$ cat src/rtl/syndrome_packer_if.sv
// Handshake bundle between the syndrome source, the packer and the
// decoder input FIFO: one round port in, one byte port out.
interface syndrome_packer_if #(
    parameter int PU_PER_ROUND = 18
);
    logic [PU_PER_ROUND-1:0] round_data;
    logic                    round_valid;
    logic                    round_ready;
    logic [7:0]              output_data;
    logic                    output_valid;
    logic                    output_ready;

    modport master (
        output round_data,
        output round_valid,
        input  round_ready,
        input  output_data,
        input  output_valid,
        output output_ready
    );

    modport slave (
        input  round_data,
        input  round_valid,
        output round_ready,
        output output_data,
        output output_valid,
        input  output_ready
    );
endinterface

$ cat src/rtl/syndrome_packer.sv
// Packs syndrome rounds into a byte stream: START once after reset,
// then per frame a HEADER followed by GRID_WIDTH_U rounds, LSB first.
module syndrome_packer #(
    parameter int          GRID_WIDTH_X            = 6,
    parameter int          GRID_WIDTH_Z            = 3,
    parameter int          GRID_WIDTH_U            = 5,
    parameter logic [7:0]  START_DECODING_MSG      = 8'h01,
    parameter logic [7:0]  MEASUREMENT_DATA_HEADER = 8'h02
) (
    input  logic                 clk,
    input  logic                 reset,
    syndrome_packer_if.slave     bus,
    output logic [15:0]          frames_sent
);
    localparam int PU   = GRID_WIDTH_X * GRID_WIDTH_Z;
    localparam int BPR  = (PU + 7) >> 3;
    localparam int CAPW = BPR * 8;
    localparam int RIW  = (GRID_WIDTH_U > 1) ? $clog2(GRID_WIDTH_U) : 1;
    localparam int BIW  = (BPR > 1) ? $clog2(BPR) : 1;

    localparam logic [RIW-1:0] RLAST = RIW'(GRID_WIDTH_U - 1);
    localparam logic [BIW-1:0] BLAST = BIW'(BPR - 1);

    typedef enum logic [1:0] {
        SEND_START,
        SEND_HEADER,
        WAIT_ROUND,
        SEND_BYTES
    } state_t;

    state_t          state_q;
    logic [RIW-1:0]  round_idx_q;
    logic [BIW-1:0]  byte_idx_q;
    logic [CAPW-1:0] cap_q;
    logic [15:0]     frames_q;
    logic [7:0]      odata_q;
    logic            ovalid_q;
    logic            rready_q;

    logic [CAPW-1:0] ext;
    logic            out_xfer;
    logic            in_xfer;

    assign ext      = CAPW'(bus.round_data);
    assign out_xfer = ovalid_q && bus.output_ready;
    assign in_xfer  = rready_q && bus.round_valid;

    assign bus.output_data  = odata_q;
    assign bus.output_valid = ovalid_q;
    assign bus.round_ready  = rready_q;
    assign frames_sent      = frames_q;

    // Frame sequencer; outputs are loaded alongside the state so they
    // never depend on the same-cycle handshake inputs. The capture
    // register shifts down one byte per sent byte.
    always_ff @(posedge clk) begin
        if (reset) begin
            state_q     <= SEND_START;
            round_idx_q <= '0;
            byte_idx_q  <= '0;
            cap_q       <= '0;
            frames_q    <= '0;
            odata_q     <= START_DECODING_MSG;
            ovalid_q    <= 1'b1;
            rready_q    <= 1'b0;
        end else begin
            unique case (state_q)
                SEND_START: begin
                    if (out_xfer) begin
                        state_q <= SEND_HEADER;
                        odata_q <= MEASUREMENT_DATA_HEADER;
                    end
                end
                SEND_HEADER: begin
                    if (out_xfer) begin
                        state_q     <= WAIT_ROUND;
                        round_idx_q <= '0;
                        ovalid_q    <= 1'b0;
                        rready_q    <= 1'b1;
                    end
                end
                WAIT_ROUND: begin
                    if (in_xfer) begin
                        state_q    <= SEND_BYTES;
                        byte_idx_q <= '0;
                        cap_q      <= ext >> 8;
                        odata_q    <= ext[7:0];
                        ovalid_q   <= 1'b1;
                        rready_q   <= 1'b0;
                    end
                end
                SEND_BYTES: begin
                    if (out_xfer) begin
                        if (byte_idx_q != BLAST) begin
                            byte_idx_q <= byte_idx_q + 1'b1;
                            odata_q    <= cap_q[7:0];
                            cap_q      <= cap_q >> 8;
                        end else if (round_idx_q != RLAST) begin
                            state_q     <= WAIT_ROUND;
                            round_idx_q <= round_idx_q + 1'b1;
                            ovalid_q    <= 1'b0;
                            rready_q    <= 1'b1;
                        end else begin
                            state_q  <= SEND_HEADER;
                            frames_q <= frames_q + 16'd1;
                            odata_q  <= MEASUREMENT_DATA_HEADER;
                        end
                    end
                end
            endcase
        end
    end
endmodule

$ cat src/flat_wrapper.sv
// flat-port wrapper written by rule: the top's interface ports become plain ports
module syndrome_packer_flat 
#(
    parameter int          GRID_WIDTH_X            = 6,
    parameter int          GRID_WIDTH_Z            = 3,
    parameter int          GRID_WIDTH_U            = 5,
    parameter logic [7:0]  START_DECODING_MSG      = 8'h01,
    parameter logic [7:0]  MEASUREMENT_DATA_HEADER = 8'h02
)
  (clk, reset, frames_sent, bus_round_data, bus_round_valid, bus_round_ready, bus_output_data, bus_output_valid, bus_output_ready);
  syndrome_packer_if bus_i ();
  input  logic clk;
  input  logic reset;
  output logic [15:0] frames_sent;
  input wire logic [$bits(bus_i.round_data)-1:0] bus_round_data;
  input wire logic [$bits(bus_i.round_valid)-1:0] bus_round_valid;
  output wire logic [$bits(bus_i.round_ready)-1:0] bus_round_ready;
  output wire logic [$bits(bus_i.output_data)-1:0] bus_output_data;
  output wire logic [$bits(bus_i.output_valid)-1:0] bus_output_valid;
  input wire logic [$bits(bus_i.output_ready)-1:0] bus_output_ready;
  assign bus_i.round_data = bus_round_data;
  assign bus_i.round_valid = bus_round_valid;
  assign bus_round_ready = bus_i.round_ready;
  assign bus_output_data = bus_i.output_data;
  assign bus_output_valid = bus_i.output_valid;
  assign bus_i.output_ready = bus_output_ready;
  syndrome_packer #(.GRID_WIDTH_X(GRID_WIDTH_X), .GRID_WIDTH_Z(GRID_WIDTH_Z), .GRID_WIDTH_U(GRID_WIDTH_U), .START_DECODING_MSG(START_DECODING_MSG), .MEASUREMENT_DATA_HEADER(MEASUREMENT_DATA_HEADER)) u_core (.clk(clk), .reset(reset), .bus(bus_i), .frames_sent(frames_sent));
endmodule
$ cat config.mk
export PLATFORM = sky130hd
export DESIGN_NAME = syndrome_packer_flat
export DESIGN_NICKNAME = d
export VERILOG_FILES = /design/src/rtl/syndrome_packer_if.sv /design/src/rtl/syndrome_packer.sv /design/src/flat_wrapper.sv
export SDC_FILE = /design/constraint.sdc
export NUM_CORES = 1
export LEC_CHECK = 0
export BUFFER_PORTS_ARGS = -buffer_cell sky130_fd_sc_hd__clkbuf_2
export CELL_PAD_IN_SITES_DETAIL_PLACEMENT = 0
export CELL_PAD_IN_SITES_GLOBAL_PLACEMENT = 1
export CORE_AREA = 3 3 76 78
export CTS_CLUSTER_SIZE = 28
export DETAILED_ROUTE_END_ITERATION = 10
export DIE_AREA = 0 0 79 81
export GPL_TIMING_DRIVEN = 0
export PLACE_DENSITY_LB_ADDON = 0.1
export SLEW_MARGIN = 10
export SYNTH_ARGS = -nofsm -noshare
export SYNTH_HDL_FRONTEND = slang
export SYNTH_SLANG_ARGS = --single-unit
$ cat constraint.sdc
create_clock -name clk -period 1.94 [get_ports clk]
set_input_delay 0.485 -clock clk [delete_from_list [all_inputs] [get_ports clk]]
set_output_delay 0.485 -clock clk [all_outputs]
set_load 0.02 [all_outputs]
After elaboration in Yosys (flattened, before gate mapping). Index checks and enable logic that the tools add are counted.

Register bits after elaboration: 57. Input bits: 22. Output and inout bits: 26.

$add $sub $neg: 3. Equality and inequality tests: 13. Muxes and demuxes: 38. Bitwise gates (word level): 2. Reduce and logical (&&, ||, !) cells: 13.

Operators by type and width (count): $mux W24 (3); $pmux W24 S2 (1); $mux W8 (5); $pmux W8 S3 (1); $mux W2 (9); $add A16 B1 Y16 const B (1); $reduce_and A5 Y1 (3); $mux W3 (4); $ne A2 B1 Y1 const B (6); $mux W1 (10); $pmux W2 S4 (1); $reduce_and A4 Y1 (2); $pmux W1 S3 (2); $pmux W3 S2 (1); $reduce_and A6 Y1 (1); $reduce_bool A3 Y1 (2); $eq A2 B2 Y1 const B (2); $ne A2 B2 Y1 const B (2); $pmux W2 S2 (1); $reduce_bool A2 Y1 (2); $add A3 B1 Y3 const B (1); $ne A3 B2 Y1 const B (1); $ne A3 B3 Y1 const B (1); $add A2 B1 Y2 const B (1); 4 further kinds (6).

Logic depth before layout (Yosys ltp).
Depth after elaboration: 5. Depth in mapped cells: 7. Depth with buffers taken out: 6.

Worst setup path after synthesis. Ideal clock, no wire load.

Path kind: flip-flop to flip-flop. Start point: register u_core.byte_idx_q[0]. End point: register u_core.cap_q[2]. Library setup time: 0.117 ns. Data arrival time: 1.524 ns. Slack: 0.299 ns. Stages on the path, launching flop included: 7. Path buffers: 0. Clock period less this slack: 1.641 ns. Cell sequence: dfxtp_1 -> inv_1 -> ha_1 -> nand4b_1 -> a21oi_1 -> nor2_1 -> a22o_1.

Word-level cells in the longest chain between the ends: 3.

Ends and longest elaborated chain: from (decl) (RTL line syndrome_packer.sv:33) `logic [BIW-1:0] byte_idx_q;`; from (signal assigned) (RTL line syndrome_packer.sv:95) `byte_idx_q <= byte_idx_q + 1'b1;`; $ne A2 B2 Y1 (RTL line syndrome_packer.sv:94) `if (byte_idx_q != BLAST) begin`; $ne A2 B1 Y1 (no source line); $reduce_and A4 Y1 (no source line); to (signal assigned) (RTL line syndrome_packer.sv:86) `cap_q <= ext >> 8;`; to (signal assigned) (RTL line syndrome_packer.sv:97) `cap_q <= cap_q >> 8;`; to (decl) (RTL line syndrome_packer.sv:34) `logic [CAPW-1:0] cap_q;`.

Every way passes these cells. A chain may end at the register's enable or synchronous reset.

Worst setup path in the final report.
Start point: register u_core.byte_idx_q[0]. End point: register u_core.frames_q[7], in the netlist u_core.frames_sent[7].

Word-level cells in the longest chain between the ends: 3.

Ends and longest elaborated chain: $ne A2 B2 Y1 (RTL line syndrome_packer.sv:94); $not A1 Y1 (no source line); $reduce_and A4 Y1 (no source line); to (signal assigned) (RTL line syndrome_packer.sv:105) `frames_q <= frames_q + 16'd1;`; to (decl) (RTL line syndrome_packer.sv:35) `logic [15:0] frames_q;`.

Every way passes these cells.

==> metrics.md <==
| Metric | Value |
|---|---|
| Syn_nets | `roughly 260` |
| Largest net degree at the start of global routing | `14` |
| CP Launch Type | `flop` |
| RD Place Congestion | `~0.74` |
| Layout overhead on the synthesized area | `21.0%` |
| Hold Path Class | `input pin to flop` |
| Slew HR | `between 60% and 70%` |
| PwrDens | `687 nW/µm²` |
| Die area | `6400 µm²` |
| Worst Path Arrival | `1.97 ns` |
| Crit Path Category | `flop to flop` |
| Area post-placement | `2310 µm²` |
| Worst EP required | `~2.2 ns` |
| # IOs | `48` |
| Period utilisation layout | `89.8%` |
| Crit path capture | `u_core.frames_sent[7]` |
| Origin of the critical flop-to-flop path | `u_core.byte_idx_q[0]` |
| Fill cells | `563` |
| DRT Wirelength | `4.63 mm` |
| WL/cell | `between 10 and 15 µm` |
| YS warnings | `0` |
| Total Power | `between 1.5 and 2 mW` |
| DRT iter0 DRCs | `55` |
| Die height | `about 81 µm` |
| Die Wd | `79 µm` |
| Clock latency on the worst-skew pair | `~0.29 ns` |
| Worst Path Max Fanout | `7` |
| Post-CTS Setup Inserts | `0` |
| Post-route cell area | `roughly 2400 µm²` |
| Maxcap violations | `0` |
| CTS tree | `built` |
| Clock root buffer master | `clkbuf_8` |
| DP Wirelength | `approximately 3.5 mm` |
| Peak VDD IR | `around 0.33 mV` |
| Final Hold Fails | `0` |
| H-tree depth | `2` |
| Worst Tran Pin Value | `0.588 ns` |
| Antenna Cells | `0` |
| Cell Rows | `26` |
| Via count | `between 1500 and 2000` |
| ANT nets after route | `0` |
| Reg2Reg Depth | `7` |
| CTS Hold Bufs | `0` |
| RSZ-0062 raised after global routing | `no` |
| Synth cell types | `41` |
| Area contributors post-synth | `dfxtp_1 43%, a21oi_1 6.3%, nand2_1 4.2%` |
| Leak Pwr | `roughly 0.95 nW` |
| Core ar. | `~5100 µm²` |
| Reg2reg end | `u_core.frames_sent[7]` |
| Global-route wire length before repair | `7.76 mm` |
| TritonRoute pass-1 iters | `4` |
| Setup TNS | `0 ns` |
| Crit. Startpoint | `u_core.byte_idx_q[0]` |
| R2R Setup Slk | `~0.20 ns` |
| Worst-path clk slew | `~0.08 ns` |
| Top cell type's share of synthesized area | `roughly 43%` |
| Setup violators final | `0` |
| CP Capture Type | `flop` |
| Status | `completed` |
| Layout cell share with drive strength beyond 1 | `between 20% and 30%` |
| Port Buffers | `47` |
| Yosys top cell by area | `dfxtp_1` |
| Post-synthesis register bit count | `43` |
| TritonCTS Buffers | `5` |
| Vias in the first global route | `about 1700` |
| Grt ovf | `0` |
| Clk sinks | `43` |
| Clk buf depth | `2` |
| Final #Nets | `roughly 310` |
| Post-synthesis sequential area ratio | `43.3%` |
| Global Route Usage Sum | `between 15 and 20%` |
| Initial Utilization | `38.7%` |
| Syn avg cell area | `8.53 µm²` |
| Final min period | `~1.7 ns` |
| Post_cts resized | `1` |
| Peak Freq | `0.574 GHz` |
| Post-Syn Instances | `between 200 and 250` |
| Fin. max-slew vios | `0` |
| Vias/cell | `a little over 5` |
| DRC Markers | `0` |
| Clock skew | `~0.0049 ns` |
| Initial antenna violation count | `0` |
| Syn Std Cell Area | `roughly 2000 µm²` |
worst max-delay path: stages (launching register included):
cell and delay [ns]:
dfxtp_1 0.33, inv_1 0.06, ha_2 0.22, and3_1 0.16
buf_2 0.20, nand4_1 0.21, or3_1 0.36, a21oi_1 0.14
cells by family (layout without fill, tap and decap cells):
family / Yosys count / after routing / share of synthesized area, %
and+or+nand+nor: 89 / 89 / 25.5
AOI/OAI and AO/OA: 65 / 65 / 20.4
DFF: 43 / 43 / 43.3
buffers and inverters: 26 / 81 / 5.48
adders and majority gates: 4 / 4 / 2.52
xor gates and xnor gates: 4 / 4 / 1.76
muxes: 2 / 2 / 1.01
report_power, final:
part,switching (mW),leakage (nW),internal (mW)
sequential,0.0154,0.348,0.899
clock,0.310,0.0412,0.252
combinational,0.109,0.563,0.0674
total,0.434,0.952,1.22
layout by cell type, fill, tap and decap left out, types with 2 or more instances in the layout:
master	count
dfxtp_1	43
xor2_1	3
and3_1	6
buf_2	3
clkbuf_8	5
nor3_1	2
mux2i_1	2
o21ai_0	11
o22ai_1	8
and2_1	2
nand4b_1	3
ha_1	3
nor2_1	12
clkbuf_1	9
clkbuf_2	47
nand3_1	12
nand4_1	8
nand2b_1	2
a22o_1	8
buf_4	2
and4_1	3
a21oi_1	24
nand2_1	22
a211oi_1	3
or3_1	9
inv_1	13
a21o_1	2
registers in the layout, summed over array words and instances, names as in the netlist:
| name | count |
|---|---|
| u_core.bus.round_ready | 1 |
| u_core.bus.output_valid | 1 |
| u_core.round_idx_q | 3 |
| u_core.cap_q | 10 |
| u_core.byte_idx_q | 2 |
| u_core.frames_sent | 16 |
| u_core.state_q | 2 |
| u_core.bus.output_data | 8 |
stage by stage:
| stage | hold slack (ns) | cells | util [%] | setup WS, ns |
|---|---|---|---|---|
| floorplan | 0.449 | 233 | - | 0.299 |
| global placement | 0.445 | 350 | 44.9 | 0.0201 |
| detailed placement | 0.451 | 350 | 44.9 | -0.00130 |
| CTS | 0.383 | 358 | 46.7 | 0.0991 |
| global route | 0.383 | 358 | 46.8 | 0.0275 |
| finish | 0.392 | 358 | 46.8 | 0.198 |
cells in the mapped netlist:
cell type / count
nand4bb_1: 1
o211ai_2: 1
and3_1: 6
a21oi_1: 25
mux2i_1: 2
and2_1: 2
nor2_1: 12
o32a_1: 1
dfxtp_1: 43
o22ai_1: 8
o31ai_1: 1
clkbuf_1: 8
a211oi_1: 3
nand4_1: 8
nand2b_1: 2
nand4b_1: 3
xnor2_1: 1
nand3_2: 1
a21o_1: 2
buf_2: 3
o21ai_0: 12
inv_1: 13
nand3b_1: 1
nand3_1: 12
o211a_1: 1
ha_1: 4
a21boi_1: 1
nand4_4: 1
a311oi_1: 1
xor2_1: 3
buf_4: 2
and4_1: 3
nor3_1: 2
nor4_1: 1
nand3_4: 1
nand2_1: 22
a31oi_1: 1
or3_1: 9
or4_1: 1
or2_2: 1
a22o_1: 8
cell type report:
cell class	instances	area, µm²	share of cell area, %
Multi-Input combinational cell	164	1030	42.7
Sequential cell	43	861	35.8
Timing Repair Buffer	47	235	9.78
Tap cell	70	87.6	3.64
Clock buffer	6	72.6	3.02
Buffer	13	60.1	2.50
Inverter	13	48.8	2.03
Clock inverter	2	12.5	0.520
worst min-delay path by stage:
stage	cells after the start	to	slack, ns	start
finish	2	u_core.cap_q[4]	0.39	bus_round_data[12]
CTS	2	u_core.cap_q[8]	0.38	bus_round_data[16]
global placement	2	u_core.bus.output_data[2]	0.44	u_core.bus.output_data[2]
global route	2	u_core.cap_q[8]	0.38	bus_round_data[16]
detailed placement	2	u_core.bus.output_data[3]	0.45	u_core.bus.output_data[3]
floorplan	2	u_core.round_idx_q[1]	0.45	u_core.round_idx_q[1]
layer usage:
metal  vias to the layer above  share of wire [%]  GRT usage (%)
met2                        46                 45           24.7
met5                         -                  0              0
met1                       824                 49           20.0
li1                        951                  -              -
met3                         2                5.2           4.21
met4                         0               0.65           5.15
(Power assumes the default switching activity.)
